File: src/rtl/skintone_pkg.sv
// Shared types and default constants for the skin-tone chroma cluster blocks
// (width_chroma, mean_cb, mean_cr).
package skintone_pkg;

  typedef enum logic [1:0] {
    REG_LOW,
    REG_MID,
    REG_HIGH
  } region_e;

  typedef enum logic [1:0] {
    ST_IDLE,
    ST_SETUP,
    ST_DIV,
    ST_DONE
  } state_e;

  // Luma knees and legal luma range of the reference skin-tone model
  localparam int DEF_K_L   = 125;
  localparam int DEF_K_H   = 188;
  localparam int DEF_Y_MIN = 16;
  localparam int DEF_Y_MAX = 235;

  localparam int DEF_W_CR  = 39;
  localparam int DEF_WL_CR = 20;
  localparam int DEF_WH_CR = 10;
  localparam int DEF_W_CB  = 47;
  localparam int DEF_WL_CB = 23;
  localparam int DEF_WH_CB = 14;

endpackage

File: src/rtl/seq_divider.sv
// Restoring unsigned divider, one quotient bit per clock, QUO_W clocks per divide.
// The caller guarantees num / den < 2**QUO_W and den != 0.
module seq_divider #(
  parameter int NUM_W = 24,
  parameter int DEN_W = 8,
  parameter int QUO_W = NUM_W
) (
  input  logic             clk,
  input  logic             rst,
  input  logic             start,
  input  logic [NUM_W-1:0] num,
  input  logic [DEN_W-1:0] den,
  output logic             done,
  output logic [QUO_W-1:0] quo
);

  localparam int CW = $clog2(QUO_W + 1);

  logic             busy;
  logic [CW-1:0]    cnt;
  logic [DEN_W-1:0] rem_r;
  logic [DEN_W-1:0] den_r;
  logic [QUO_W-1:0] sh;
  logic [DEN_W:0]   trial;
  logic [DEN_W-1:0] diff;
  logic             ok;

  // Remainder stays below den, so the trial value fits in DEN_W+1 bits and
  // the subtraction result fits back into DEN_W bits.
  assign trial = {rem_r, sh[QUO_W-1]};
  assign ok    = (trial >= {1'b0, den_r});
  assign diff  = trial[DEN_W-1:0] - den_r;

  // done marks the cycle whose rising edge writes the last quotient bit;
  // quo then holds until the next start.
  assign done = busy && (cnt == CW'(1));
  assign quo  = sh;

  always_ff @(posedge clk or posedge rst) begin
    if (rst) begin
      busy <= 1'b0;
      cnt  <= '0;
    end else if (start) begin
      busy <= 1'b1;
      cnt  <= CW'(QUO_W);
    end else if (busy) begin
      cnt <= cnt - CW'(1);
      if (cnt == CW'(1)) busy <= 1'b0;
    end
  end

  // sh shifts numerator bits out of the top while quotient bits enter below
  always_ff @(posedge clk) begin
    if (start) begin
      rem_r <= DEN_W'(num >> QUO_W);
      sh    <= num[QUO_W-1:0];
      den_r <= den;
    end else if (busy) begin
      rem_r <= ok ? diff : trial[DEN_W-1:0];
      sh    <= {sh[QUO_W-2:0], ok};
    end
  end

endmodule

File: src/rtl/width_chroma.sv
// Luma-dependent chroma cluster width: piecewise-linear taper of the Cr or Cb
// width below K_L and above K_H, constant in between, in Q(DATA_W.FRAC_W).
module width_chroma
  import skintone_pkg::*;
#(
  parameter int DATA_W = 8,
  parameter int FRAC_W = 8,
  parameter int K_L    = DEF_K_L,
  parameter int K_H    = DEF_K_H,
  parameter int Y_MIN  = DEF_Y_MIN,
  parameter int Y_MAX  = DEF_Y_MAX,
  parameter int W_CR   = DEF_W_CR,
  parameter int WL_CR  = DEF_WL_CR,
  parameter int WH_CR  = DEF_WH_CR,
  parameter int W_CB   = DEF_W_CB,
  parameter int WL_CB  = DEF_WL_CB,
  parameter int WH_CB  = DEF_WH_CB
) (
  input  logic                     clk,
  input  logic                     rst,
  input  logic [DATA_W-1:0]        y,
  input  logic                     sel_cr,
  input  logic                     y_valid,
  output logic                     y_ready,
  output logic [DATA_W+FRAC_W-1:0] width_out,
  output logic                     width_valid,
  input  logic                     width_ready
);

  localparam int QW    = DATA_W + FRAC_W;
  localparam int NUM_W = 2 * DATA_W + FRAC_W;

  // Guarantees a non-zero divisor and a non-negative numerator in both tapers
  if (K_L <= Y_MIN || Y_MAX <= K_H || K_L >= K_H ||
      W_CR < WL_CR || W_CR < WH_CR || W_CB < WL_CB || W_CB < WH_CB) begin : g_bad_params
    $error("width_chroma: illegal knee or width parameters");
  end

  localparam logic [DATA_W-1:0] YMIN_V   = DATA_W'(Y_MIN);
  localparam logic [DATA_W-1:0] YMAX_V   = DATA_W'(Y_MAX);
  localparam logic [DATA_W-1:0] KL_V     = DATA_W'(K_L);
  localparam logic [DATA_W-1:0] KH_V     = DATA_W'(K_H);
  localparam logic [DATA_W-1:0] DEN_LOW  = DATA_W'(K_L - Y_MIN);
  localparam logic [DATA_W-1:0] DEN_HIGH = DATA_W'(Y_MAX - K_H);

  function automatic logic [DATA_W-1:0] clamp_y(input logic [DATA_W-1:0] v);
    if (v < YMIN_V) return YMIN_V;
    if (v > YMAX_V) return YMAX_V;
    return v;
  endfunction

  state_e              state, state_nx;
  region_e             region_nx, region_q;
  logic [DATA_W-1:0]   y_q;
  logic                sel_q;
  logic [DATA_W-1:0]   yc, w_sel, wl_sel, wh_sel, dw, dy, den;
  logic [2*DATA_W-1:0] prod;
  logic [NUM_W-1:0]    num;
  logic [QW-1:0]       base_nx, base_q, quo;
  logic                accept, div_start, div_done;

  assign accept = y_valid && y_ready;

  // Setup datapath: region select and divider operands from the captured sample
  always_comb begin
    yc        = clamp_y(y_q);
    w_sel     = sel_q ? DATA_W'(W_CR)  : DATA_W'(W_CB);
    wl_sel    = sel_q ? DATA_W'(WL_CR) : DATA_W'(WL_CB);
    wh_sel    = sel_q ? DATA_W'(WH_CR) : DATA_W'(WH_CB);
    region_nx = REG_MID;
    dw        = '0;
    dy        = '0;
    den       = DEN_LOW;
    base_nx   = {w_sel, {FRAC_W{1'b0}}};
    if (yc <= KL_V) begin
      region_nx = REG_LOW;
      dw        = w_sel - wl_sel;
      dy        = yc - YMIN_V;
      den       = DEN_LOW;
      base_nx   = {wl_sel, {FRAC_W{1'b0}}};
    end else if (yc >= KH_V) begin
      region_nx = REG_HIGH;
      dw        = w_sel - wh_sel;
      dy        = YMAX_V - yc;
      den       = DEN_HIGH;
      base_nx   = {wh_sel, {FRAC_W{1'b0}}};
    end
    prod = {{DATA_W{1'b0}}, dw} * {{DATA_W{1'b0}}, dy};
    num  = {prod, {FRAC_W{1'b0}}};
  end

  assign div_start = (state == ST_SETUP) && (region_nx != REG_MID);

  seq_divider #(
    .NUM_W (NUM_W),
    .DEN_W (DATA_W),
    .QUO_W (QW)
  ) u_div (
    .clk   (clk),
    .rst   (rst),
    .start (div_start),
    .num   (num),
    .den   (den),
    .done  (div_done),
    .quo   (quo)
  );

  always_ff @(posedge clk or posedge rst) begin
    if (rst) state <= ST_IDLE;
    else     state <= state_nx;
  end

  always_comb begin
    state_nx = state;
    case (state)
      ST_IDLE:  if (accept) state_nx = ST_SETUP;
      ST_SETUP: state_nx = (region_nx == REG_MID) ? ST_DONE : ST_DIV;
      ST_DIV:   if (div_done) state_nx = ST_DONE;
      ST_DONE:  if (width_ready) state_nx = ST_IDLE;
      default:  state_nx = ST_IDLE;
    endcase
  end

  // Capture and setup registers carry data only; validity comes from state
  always_ff @(posedge clk) begin
    if (accept) begin
      y_q   <= y;
      sel_q <= sel_cr;
    end
    if (state == ST_SETUP) begin
      region_q <= region_nx;
      base_q   <= base_nx;
    end
  end

  // Result is only exposed in DONE, where base_q, region_q and quo are frozen
  assign y_ready     = (state == ST_IDLE) && !rst;
  assign width_valid = (state == ST_DONE);
  assign width_out   = (state != ST_DONE)     ? '0 :
                       (region_q == REG_MID)  ? base_q : base_q + quo;

endmodule

File: config.mk
export PLATFORM = sky130hd
export DESIGN_NAME = width_chroma
export DESIGN_NICKNAME = d
export VERILOG_FILES = /design/src/rtl/skintone_pkg.sv /design/src/rtl/seq_divider.sv /design/src/rtl/width_chroma.sv
export SDC_FILE = /design/constraint.sdc
export NUM_CORES = 1
export LEC_CHECK = 0
export ABC_AREA = 0
export CORE_MARGIN = 1.5
export CORE_UTILIZATION = 54
export DETAILED_ROUTE_END_ITERATION = 10
export GPL_TIMING_DRIVEN = 0
export MAX_ROUTING_LAYER = met4
export PLACE_DENSITY = 0.72
export SYNTH_ARGS = -nofsm -noshare
export SYNTH_HDL_FRONTEND = slang
export SYNTH_SLANG_ARGS = --single-unit
File: constraint.sdc
create_clock -name clk -period 9.77 [get_ports clk]
set_clock_uncertainty 0.1 [all_clocks]
set_input_delay 0.977 -clock clk [delete_from_list [all_inputs] [get_ports clk]]
set_output_delay 0.977 -clock clk [all_outputs]
set_load 0.02 [all_outputs]
==> impl_metrics.yaml <==
setup_path:
  cp-start-kind: "flop"
  end_kind: "flop"
  slowest_stage: "fa_1"
  rr_worst_depth: 25
  timing.rr.start: "y_q[6]"
  r2r_end: "u_div.rem_r[5]"
  cp.arrival_ns: 6.81
  cp.required_ns: 9.72
  critPathMaxStageDelay_ns: 0.54
  r2r_slack_ns: 2.91
  cp_max_fo: 10
  crit_type: "reg2reg"
synth:
  synth_largest_area_cell: "edfxtp_1"
  ys_ff_latch: 51
  synth.top_cell.area_share_pct: 21.8
  synthCells: 514
  postSynthAreaPerCell_um2: 9.39
  synth_area_um2: 4830
  synth_flop_cell: "edfxtp_1"
  synth_edf_count: 35
  synth_warnings: 0
  yosysMostFrequentCell: "inv_1"
  yosysUniqueCellTypes: 64
  synthTopCellsByCount: "inv_1, ha_1, nor2_1"
  yosysSeqAreaShare_pct: 29.2
  async_reset_ff_share_pct: 15.7
  synthTopCellsByArea: "edfxtp_1, ha_1, fa_1, inv_1, nor2_1"
sta:
  worst_hold_slack_ns: 0.427
  max_slew_margin_pct: 56.7
  grt_setup_unrepaired: "no"
  tns_ns: 0
  hold_viol_final: 0
  drv_slew: 0
  tightest_slew_ns: 0.650
  setup_viol: 0
  fmax_mhz: 146
  min_period_ns: 6.86
  min_period_over_period_pct: 70.3
clock_tree:
  htreeDepth: 2
  clock_path_buffers: 2
  clock_latency_ns: 0.31
  cts_hold_buf: 0
  cts.repair.resized: 0
  numCtsBuffers: 5
  clk_pin_slew_ns: 0.10
  post_cts_buffers: 0
  clock-sinks: 51
  root_buffer: "clkbuf_8"
  cts_tree: "yes"
place:
  hpwl_um: 7570
  gp_congestion: 0.854
  io_buffer_count: 30
floorplanning:
  die_area_um2: 9510
  fp.dieH_um: 97.5
  die_w_um: 97.5
  start_util_pct: 55.6
  io_pins: 31
  placementRows: 34
  core_area_um2: 8680
route:
  firstDrtPassIters: 4
  drtAntennaViolNets: 0
  viasPerCell: 5.56
  num_vias: 3699
  avgRoutedWirePerCell_um: 14.0
  drc_errors: 0
  dr.first_iter.drc_count: 137
  drt_wl_total_um: 9320
final_layout:
  fin_nets: 654
  insertedDiodeCount: 0
  nFillCells: 776
  layout-drive-gt1-share_pct: 7.00
  area_delta_synth_final_pct: 11.3
grt:
  overflow: 0
  antenna_found_initial: 0
  grt_pass1_wl_um: 16200
  track_usage_pct: 21.1
  grt_max_degree: 18
  grt_pass1_vias: 3636
job:
  drv_cap: 0
worst_hold_path:
  hold_path_depth: 2
  min_from: "u_div.quo[2]"
  hold_class: "reg2reg"
  min_to: "u_div.quo[2]"
outcome:
  status: "completed"
pwr:
  p_per_area_nw_per_um2: 264
  p_total_mw: 1.42
  irDropWorstVdd_mv: 0.0864
  leakagePower_nw: 2.49
## metrics by stage
| step | setup slack [ns] | instance area [um^2] | instances | util, % |
|---|---|---|---|---|
| after global routing | 2.42 | 5370 | 665 | 61.9 |
| after CTS | 2.91 | 5370 | 665 | 61.9 |
| final | 2.91 | 5370 | 665 | 61.9 |
| after floorplan | 3.60 | 4840 | 519 | - |
| after detailed placement | 2.95 | 5280 | 657 | 60.8 |
| after global placement | 2.96 | 5280 | 657 | 60.8 |
## logic make-up (layout without fill, tap and decap cells)
family	count (synthesis)	count (layout)	synth area share [%]
buf+inv	83	121	7.05
xor+xnor	18	18	3.27
simple gates	148	148	14.7
compound gates	116	116	17.2
fa+ha+maj	85	85	26.1
mux	11	11	2.31
flops	51	51	29.2
other cells	2	7	0.156
## cells in the final DEF (no fill, tap or decap), types with 10 or more instances in the layout
cell type / netlist / layout
clkdlybuf4s50_1: 0 / 30
nor2_1: 57 / 57
a21oi_1: 27 / 27
inv_1: 60 / 60
mux2i_1: 10 / 10
nand2_1: 29 / 29
clkbuf_1: 10 / 10
fa_1: 26 / 26
edfxtp_1: 35 / 35
xnor2_1: 10 / 10
ha_1: 59 / 59
o21ai_0: 21 / 21
a211oi_1: 11 / 11
nand3_1: 15 / 15
## how the worst max path moves through the flow
stage	start	cells after the start	to
final	y_q[6]	25	u_div.rem_r[5]
after global routing	y_q[6]	25	u_div.rem_r[5]
after CTS	y_q[6]	25	u_div.rem_r[5]
after detailed placement	y_q[6]	25	u_div.rem_r[5]
after global placement	y_q[6]	25	u_div.rem_r[5]
after floorplan	y_q[6]	25	u_div.rem_r[5]
## state kept, by name, summed over array words and instances (netlist names)
register	flops
sel_q	1
state	2
u_div.quo	16
region_q	2
u_div.den_r	2
u_div.busy	1
u_div.cnt	5
u_div.rem_r	8
base_q	6
y_q	8
## layout make-up
cell class	instances	area, um^2	area share [%]
clock inverter	3	22.5	0.419
timing repair buffer	30	300	5.59
inverter	63	241	4.50
tap	108	135	2.52
sequential	51	1410	26.3
multi-input combinational	385	3090	57.6
clock buffer	5	68.8	1.28
buffer	20	98.8	1.84
## power by group
| group | switching [mW] | leakage [nW] | total [mW] | internal (mW) |
|---|---|---|---|---|
| registers | 0.0690 | 0.507 | 0.416 | 0.347 |
| clock network | 0.0700 | 0.0485 | 0.121 | 0.0514 |
| logic | 0.497 | 1.94 | 0.879 | 0.381 |
| total | 0.636 | 2.49 | 1.42 | 0.780 |
## layer usage
metal  GRT usage [%]  up-vias  part of all wire [%]
met3            2.66       14                   3.0
met2            35.8       68                    48
met1            27.3     1744                    48
met4            4.62        0                   1.3
li1                -     1873                     -
met5               -        -                     0
## critical path: cells and delay by family (launching register included)
kind / cells / cell delay [ns]
flops: 1 / 0.42
mux: 1 / 0.09
xor+xnor: 1 / 0.20
fa+ha+maj: 6 / 2.50
compound gates: 5 / 1.37
buf+inv: 7 / 0.73
simple gates: 5 / 1.19
Power figures use the tool's default switching activity.
